## src/rtl/mshr_pkg.sv

```systemverilog
// Shared constants, entry record and pointer sizing for the miss-status holding queue.
// Latency: none; declarations only.
// Backpressure: none; declarations only.
package mshr_pkg;

  localparam int MSHR_DEPTH  = 8;
  localparam int MSHR_ADDR_W = 27;
  localparam int MSHR_LAT_W  = 5;
  localparam int MSHR_WARP_W = 3;
  localparam int MSHR_SCB_W  = 2;

  // One queue slot at the default widths; mshr_entry keeps the same fields.
  typedef struct packed {
    logic                   valid;
    logic                   killed;
    logic [MSHR_SCB_W-1:0]  scb;
    logic [MSHR_WARP_W-1:0] warp;
    logic [MSHR_ADDR_W-1:0] addr;
    logic [MSHR_LAT_W-1:0]  cnt;
  } mshr_entry_t;

  // Pointer width. The extra MSB separates full from empty.
  function automatic int mshr_ptr_w(input int depth);
    return $clog2(depth) + 1;
  endfunction

endpackage

```

## src/rtl/mshr_entry.sv

```systemverilog
// One miss slot: payload, saturating latency countdown, mature flag, warp-flush kill.
// Latency: loads on the write edge; mature the cycle after cnt reaches zero.
// Backpressure: none; the queue decides when to write and when to clear.
module mshr_entry
  import mshr_pkg::*;
#(
  parameter int ADDR_W = MSHR_ADDR_W,
  parameter int LAT_W  = MSHR_LAT_W,
  parameter int WARP_W = MSHR_WARP_W,
  parameter int SCB_W  = MSHR_SCB_W
) (
  input  logic              clk,
  input  logic              resetb,
  input  logic              wr_en,
  input  logic [SCB_W-1:0]  wr_scb,
  input  logic [WARP_W-1:0] wr_warp,
  input  logic [ADDR_W-1:0] wr_addr,
  input  logic [LAT_W-1:0]  wr_lat,
  input  logic              clr,
  input  logic              flush_valid,
  input  logic [WARP_W-1:0] flush_warp_id,
  output logic              valid,
  output logic              killed,
  output logic              mature,
  output logic [SCB_W-1:0]  scb,
  output logic [WARP_W-1:0] warp,
  output logic [ADDR_W-1:0] addr
);

  logic [LAT_W-1:0] cnt;
  logic             flush_hit;

  // Only occupied slots can be squashed; a slot being written this cycle is not.
  assign flush_hit = flush_valid & valid & (warp == flush_warp_id);
  assign mature    = (cnt == '0);

  // Payload and countdown: load on allocation, otherwise tick down while occupied.
  always_ff @(posedge clk or negedge resetb) begin
    if (!resetb) begin
      scb  <= '0;
      warp <= '0;
      addr <= '0;
      cnt  <= '0;
    end else if (wr_en) begin
      scb  <= wr_scb;
      warp <= wr_warp;
      addr <= wr_addr;
      cnt  <= wr_lat;
    end else if (valid && (cnt != '0)) begin
      cnt <= cnt - LAT_W'(1);
    end
  end

  // Occupancy flags: allocation overrides both retirement and flush.
  always_ff @(posedge clk or negedge resetb) begin
    if (!resetb) begin
      valid  <= 1'b0;
      killed <= 1'b0;
    end else if (wr_en) begin
      valid  <= 1'b1;
      killed <= 1'b0;
    end else if (clr) begin
      valid  <= 1'b0;
      killed <= 1'b0;
    end else if (flush_hit) begin
      killed <= 1'b1;
    end
  end

endmodule

```

## src/rtl/mshr_queue.sv

```systemverilog
// In-order miss-status queue: parallel latency countdown, ordered feedback, warp flush.
// Latency: miss with latency L allocated at edge E can give fb_valid after edge E+L.
// Backpressure: head holds until fb_ready; allocation refused while full (no bypass).
module mshr_queue
  import mshr_pkg::*;
#(
  parameter int DEPTH  = MSHR_DEPTH,
  parameter int ADDR_W = MSHR_ADDR_W,
  parameter int LAT_W  = MSHR_LAT_W,
  parameter int WARP_W = MSHR_WARP_W,
  parameter int SCB_W  = MSHR_SCB_W
) (
  input  logic                          clk,
  input  logic                          resetb,
  input  logic                          alloc_valid,
  input  logic                          alloc_hit_missbar,
  input  logic [SCB_W-1:0]              alloc_scb_id,
  input  logic [WARP_W-1:0]             alloc_warp_id,
  input  logic [ADDR_W-1:0]             alloc_addr,
  input  logic [LAT_W-1:0]              alloc_latency,
  output logic                          alloc_accept,
  output logic                          full,
  output logic [mshr_ptr_w(DEPTH)-1:0]  count,
  output logic                          fb_valid,
  input  logic                          fb_ready,
  output logic [SCB_W-1:0]              fb_scb_id,
  output logic [WARP_W-1:0]             fb_warp_id,
  output logic [ADDR_W-1:0]             fb_addr,
  input  logic                          flush_valid,
  input  logic [WARP_W-1:0]             flush_warp_id
);

  localparam int PTR_W = mshr_ptr_w(DEPTH);
  localparam int IDX_W = PTR_W - 1;

  logic [PTR_W-1:0]  wp;
  logic [PTR_W-1:0]  rp;
  logic [IDX_W-1:0]  wr_idx;
  logic [IDX_W-1:0]  rd_idx;
  logic              pop;

  logic [DEPTH-1:0]  e_valid;
  logic [DEPTH-1:0]  e_killed;
  logic [DEPTH-1:0]  e_mature;
  logic [DEPTH-1:0]  e_wr;
  logic [DEPTH-1:0]  e_clr;
  logic [SCB_W-1:0]  e_scb  [DEPTH];
  logic [WARP_W-1:0] e_warp [DEPTH];
  logic [ADDR_W-1:0] e_addr [DEPTH];

  assign wr_idx = wp[IDX_W-1:0];
  assign rd_idx = rp[IDX_W-1:0];

  // Occupancy derives from the pointer registers only, so it shows the state after the last edge.
  assign count = wp - rp;
  assign full  = (count == PTR_W'(DEPTH));

  assign alloc_accept = alloc_valid & ~alloc_hit_missbar & ~full;

  // Head view is a pure function of entry registers; no input reaches fb_*.
  assign fb_valid   = e_valid[rd_idx] & ~e_killed[rd_idx] & e_mature[rd_idx];
  assign fb_scb_id  = e_scb[rd_idx];
  assign fb_warp_id = e_warp[rd_idx];
  assign fb_addr    = e_addr[rd_idx];

  // Killed heads drain silently, one per cycle, regardless of maturity or fb_ready.
  assign pop = (fb_valid & fb_ready) | (e_valid[rd_idx] & e_killed[rd_idx]);

  for (genvar i = 0; i < DEPTH; i++) begin : g_entry
    assign e_wr[i]  = alloc_accept & (wr_idx == IDX_W'(i));
    assign e_clr[i] = pop & (rd_idx == IDX_W'(i));

    mshr_entry #(
      .ADDR_W (ADDR_W),
      .LAT_W  (LAT_W),
      .WARP_W (WARP_W),
      .SCB_W  (SCB_W)
    ) u_entry (
      .clk           (clk),
      .resetb        (resetb),
      .wr_en         (e_wr[i]),
      .wr_scb        (alloc_scb_id),
      .wr_warp       (alloc_warp_id),
      .wr_addr       (alloc_addr),
      .wr_lat        (alloc_latency),
      .clr           (e_clr[i]),
      .flush_valid   (flush_valid),
      .flush_warp_id (flush_warp_id),
      .valid         (e_valid[i]),
      .killed        (e_killed[i]),
      .mature        (e_mature[i]),
      .scb           (e_scb[i]),
      .warp          (e_warp[i]),
      .addr          (e_addr[i])
    );
  end

  // Advance allocation and retirement pointers; both may move in the same cycle.
  always_ff @(posedge clk or negedge resetb) begin
    if (!resetb) begin
      wp <= '0;
      rp <= '0;
    end else begin
      if (alloc_accept) wp <= wp + PTR_W'(1);
      if (pop)          rp <= rp + PTR_W'(1);
    end
  end

endmodule

```

## config.mk

```make
export PLATFORM = sky130hd
export DESIGN_NAME = mshr_queue
export DESIGN_NICKNAME = d
export VERILOG_FILES = /design/src/rtl/mshr_pkg.sv /design/src/rtl/mshr_entry.sv /design/src/rtl/mshr_queue.sv
export SDC_FILE = /design/constraint.sdc
export NUM_CORES = 1
export LEC_CHECK = 0
export ABC_AREA = 1
export CAP_MARGIN = 20
export CORE_MARGIN = 4
export CORE_UTILIZATION = 45
export CTS_CLUSTER_DIAMETER = 150
export DETAILED_ROUTE_END_ITERATION = 10
export PLACE_DENSITY = 0.73
export SYNTH_ARGS = -nofsm -noshare
export SYNTH_HDL_FRONTEND = slang
export SYNTH_HIERARCHICAL = 1
export SYNTH_SLANG_ARGS = --single-unit
export TNS_END_PERCENT = 50
```

## constraint.sdc

```tcl
create_clock -name clk -period 3.15 [get_ports clk]
set_clock_uncertainty 0.05 [all_clocks]
set_input_delay 0.4725 -clock clk [delete_from_list [all_inputs] [get_ports clk]]
set_output_delay 0.4725 -clock clk [all_outputs]
set_load 0.005 [all_outputs]
```

==> flow_metrics.env <==
export IMPL_worstPathRequired_ns=2.63
export IMPL_wirelength_um=50000
export IMPL_clockBufferDepth=3
export IMPL_netSwitchingPower_w=0.00869
export IMPL_fp_dieW_um=201
export IMPL_hold_path_class="reg2reg"
export IMPL_reg2reg_from="rp[0]"
export IMPL_io_buffers=84
export IMPL_htreeDepth=2
export IMPL_io_pin_count=85
export IMPL_max_slew_margin_pct=48.0
export IMPL_die_h_um=201
export IMPL_synth_distinct_cells=32
export IMPL_clk_pin_slew_ns=0.06
export IMPL_vias=15241
export IMPL_p_int_w=0.0123
export IMPL_violations="setup timing"
export IMPL_crit_type="reg2out"
export IMPL_design_area_um2=19300
export IMPL_gp_congestion=0.838
export IMPL_via_per_inst=5.44
export IMPL_coreArea_um2=36600
export IMPL_syn_nets=2327
export IMPL_dieArea_um2=40200
export IMPL_ir_worst_vdd_uv=683
export IMPL_ff_latch_area_um2=8010
export IMPL_fillers=3341
export IMPL_global_route_usage_total_pct=24.6
export IMPL_syn_area_per_cell_um2=7.39
export IMPL_firstDrtPassIters=5
export IMPL_fin_util_pct=52.8
export IMPL_final_cell_mix="1031 x nand2_1, 317 x dfrtp_1, 190 x nor2_1"
export IMPL_clock_sinks=320
export IMPL_grt_pass1_vias=15196
export IMPL_path_max_fanout=5
export IMPL_worst_slack_ns=-0.0298
export IMPL_comb_power_share_pct=46.5
export IMPL_power_leakage_nw=10.1
export IMPL_grt_pass1_wl_um=81300
export IMPL_clk_latency_ns=0.52
export IMPL_switching_share_pct=41.4
export IMPL_multi_input_area_um2=7560
export IMPL_synth_warnings=6
export IMPL_end_kind="primary output"
export IMPL_synth_seq_cells=320
export IMPL_dr_first_iter_drc_count=1493
export IMPL_rows=70
export IMPL_grt_max_degree=92
export IMPL_fin_nets=2384
export IMPL_start_util_pct=45.6
export IMPL_drc=0
export IMPL_place_hpwl_um=29500
export IMPL_clkPwrFrac_pct=19.5
export IMPL_critPathArrivalTime_ns=2.66
export IMPL_status="finished with violations"
export IMPL_wire_per_inst_um=17.8
export IMPL_tightestPinTransition_ns=0.780
export IMPL_cts_tree="done"
export IMPL_setup_viol=2
export IMPL_regToRegEndpoint="g_entry[5].u_entry/addr[19]"
export IMPL_syn2layout_area_growth_pct=15.9
export IMPL_cts_buffers=36
export IMPL_ys_seq_area_share_pct=48.0
export IMPL_max_cap_violations=0
export IMPL_p_total_w=0.0210
export IMPL_ant_nets=0
export IMPL_postSynthCellCount=2257
export IMPL_p_seq_share_pct=34.0
export IMPL_drive_gt1_share_pct=9.20
export IMPL_ff2ff_setup_slack_ns=0.14
export IMPL_cp_startpoint="rp[0]"
export IMPL_overflow=0
export IMPL_rsz0062_at_grt="yes"
export IMPL_place_area_um2=18000
export IMPL_syn_area_um2=16700
export IMPL_cts_root_buffer="clkbuf_16"
export IMPL_diodes=0
export IMPL_antenna_found_initial=1
export IMPL_period_minus_slack_ns=3.18
export IMPL_power_density_nw_per_um2=1080
export IMPL_clock_fmax_mhz=314
export IMPL_startpoint_type="register"
export IMPL_mostFrequentLayoutCell="nand2_1"
export IMPL_r2r_cells=13
export IMPL_crit_path_end="alloc_accept"
export IMPL_final_max_slew_violation_count=0
export IMPL_finalCritPeriodShare_pct=101
export IMPL_hold_violations=0
==> how the worst min path moves through the flow <==
stage | startpoint | to | slack, ns | depth (start not counted)
after CTS | g_entry[1].u_entry/addr[6] | g_entry[1].u_entry/addr[6] | 0.42 | 2
after global routing | g_entry[5].u_entry/addr[11] | g_entry[5].u_entry/addr[11] | 0.43 | 2
final | g_entry[5].u_entry/addr[17] | g_entry[5].u_entry/addr[17] | 0.42 | 2
after floorplan | resetb | g_entry[0].u_entry/addr[0] | 0.13 | 0
after detailed placement | g_entry[1].u_entry/addr[25] | g_entry[1].u_entry/addr[25] | 0.40 | 2
after global placement | g_entry[5].u_entry/addr[15] | g_entry[5].u_entry/addr[15] | 0.40 | 2
==> repair_timing <==
| item | in CTS | in global routing |
|---|---|---|
| gates resized for setup | 13 | 10 |
| buffers inserted | 5 | 0 |
| endpoints found under the setup margin | 19 | 58 |
| endpoints found under the hold margin | 84 | 0 |
| hold buffers | 1 | 0 |
| pin swaps | 3 | 1 |
| cloned | 1 | 1 |
==> per-stage QoR <==
| step | setup TNS, ns | hold WS (ns) | worst slack [ns] | cells |
|---|---|---|---|---|
| after floorplan | 0 | 0.127 | 0.350 | 2257 |
| after global placement | 0 | 0.398 | 0.170 | 2736 |
| after detailed placement | 0 | 0.403 | 0.0153 | 2736 |
| after CTS | -0.136 | 0.418 | -0.0380 | 2803 |
| after global routing | -0.942 | 0.432 | -0.117 | 2804 |
| final | -0.0573 | 0.416 | -0.0298 | 2804 |
==> registers in the layout (all words and copies together), names as in the netlist <==
register / count
g_entry.u_entry/addr: 216
g_entry.u_entry/cnt: 40
g_entry.u_entry/valid: 8
wp: 4
g_entry.u_entry/scb: 16
g_entry.u_entry/killed: 8
g_entry.u_entry/warp: 24
rp: 4
==> routing by layer <==
metal / GRT usage, % / up-vias / wire length, um
met1: 32.5 / 7284 / 20500
met2: 41.3 / 686 / 23900
met5: 0 / - / 20
met3: 3.97 / 112 / 4080
li1: - / 7157 / -
met4: 8.73 / 2 / 1450
==> logic make-up (layout without fill, tap and decap cells) <==
family | count (synthesis) | count (layout) | synth area share (%)
simple gates | 1361 | 1362 | 32.9
fa+ha+maj | 24 | 24 | 1.84
xor+xnor | 5 | 5 | 0.262
buf+inv | 252 | 330 | 7.27
flops | 320 | 320 | 48.0
compound gates | 295 | 295 | 9.73
==> final cells by class <==
cell class / count / share of cell area [%]
sequential: 320 / 41.4
inverter: 132 / 2.59
tap: 468 / 3.03
timing repair buffer: 138 / 7.98
multi-input combinational: 1686 / 39.1
clock buffer: 49 / 5.22
clock inverter: 11 / 0.654
==> power groups by stage <==
stage | combinational (W) | clock [W] | sequential, W
after floorplan | 0.00640 | 0 | 0.00682
after global routing | 0.0110 | 0.00433 | 0.00735
after global placement | 0.00910 | 0 | 0.00707
after detailed placement | 0.00938 | 0 | 0.00714
after CTS | 0.00966 | 0.00415 | 0.00710
final | 0.00976 | 0.00410 | 0.00712
==> worst max-delay path: stages, from the launching register on <==
cell	delay, ns
dfrtp_4	0.55
ha_2	0.21
inv_2	0.07
fa_2	0.45
nor3_2	0.20
nand2_2	0.11
nand2_4	0.09
inv_1	0.04
clkdlybuf4s50_1	0.43
==> cell usage after synthesis <==
cell type | instances | area, um^2
nand2_1 | 1031 | 3870
dfrtp_1 | 320 | 8010
nor2_1 | 198 | 743
o21ai_0 | 189 | 946
inv_1 | 123 | 462
nand3_1 | 69 | 345
o22ai_1 | 64 | 400
clkbuf_1 | 42 | 158
buf_2 | 30 | 150
buf_4 | 28 | 210
ha_1 | 23 | 288
nand2_4 | 19 | 214
nor2_2 | 18 | 113
o21ai_2 | 18 | 158
a21oi_1 | 17 | 85.1
buf_6 | 12 | 135
inv_2 | 8 | 30.0
nand3b_2 | 8 | 90.1
or2_2 | 8 | 50.1
nand2_2 | 7 | 43.8
o21ai_1 | 7 | 35.0
buf_1 | 3 | 11.3
clkbuf_2 | 3 | 15.0
xnor2_1 | 3 | 26.3
xor2_1 | 2 | 17.5
buf_12 | 1 | 20.0
buf_8 | 1 | 15.0
fa_1 | 1 | 20.0
inv_4 | 1 | 6.26
nand3_2 | 1 | 10.0
nand3b_1 | 1 | 7.51
nor3_1 | 1 | 5.00
(Power assumes the default switching activity.)
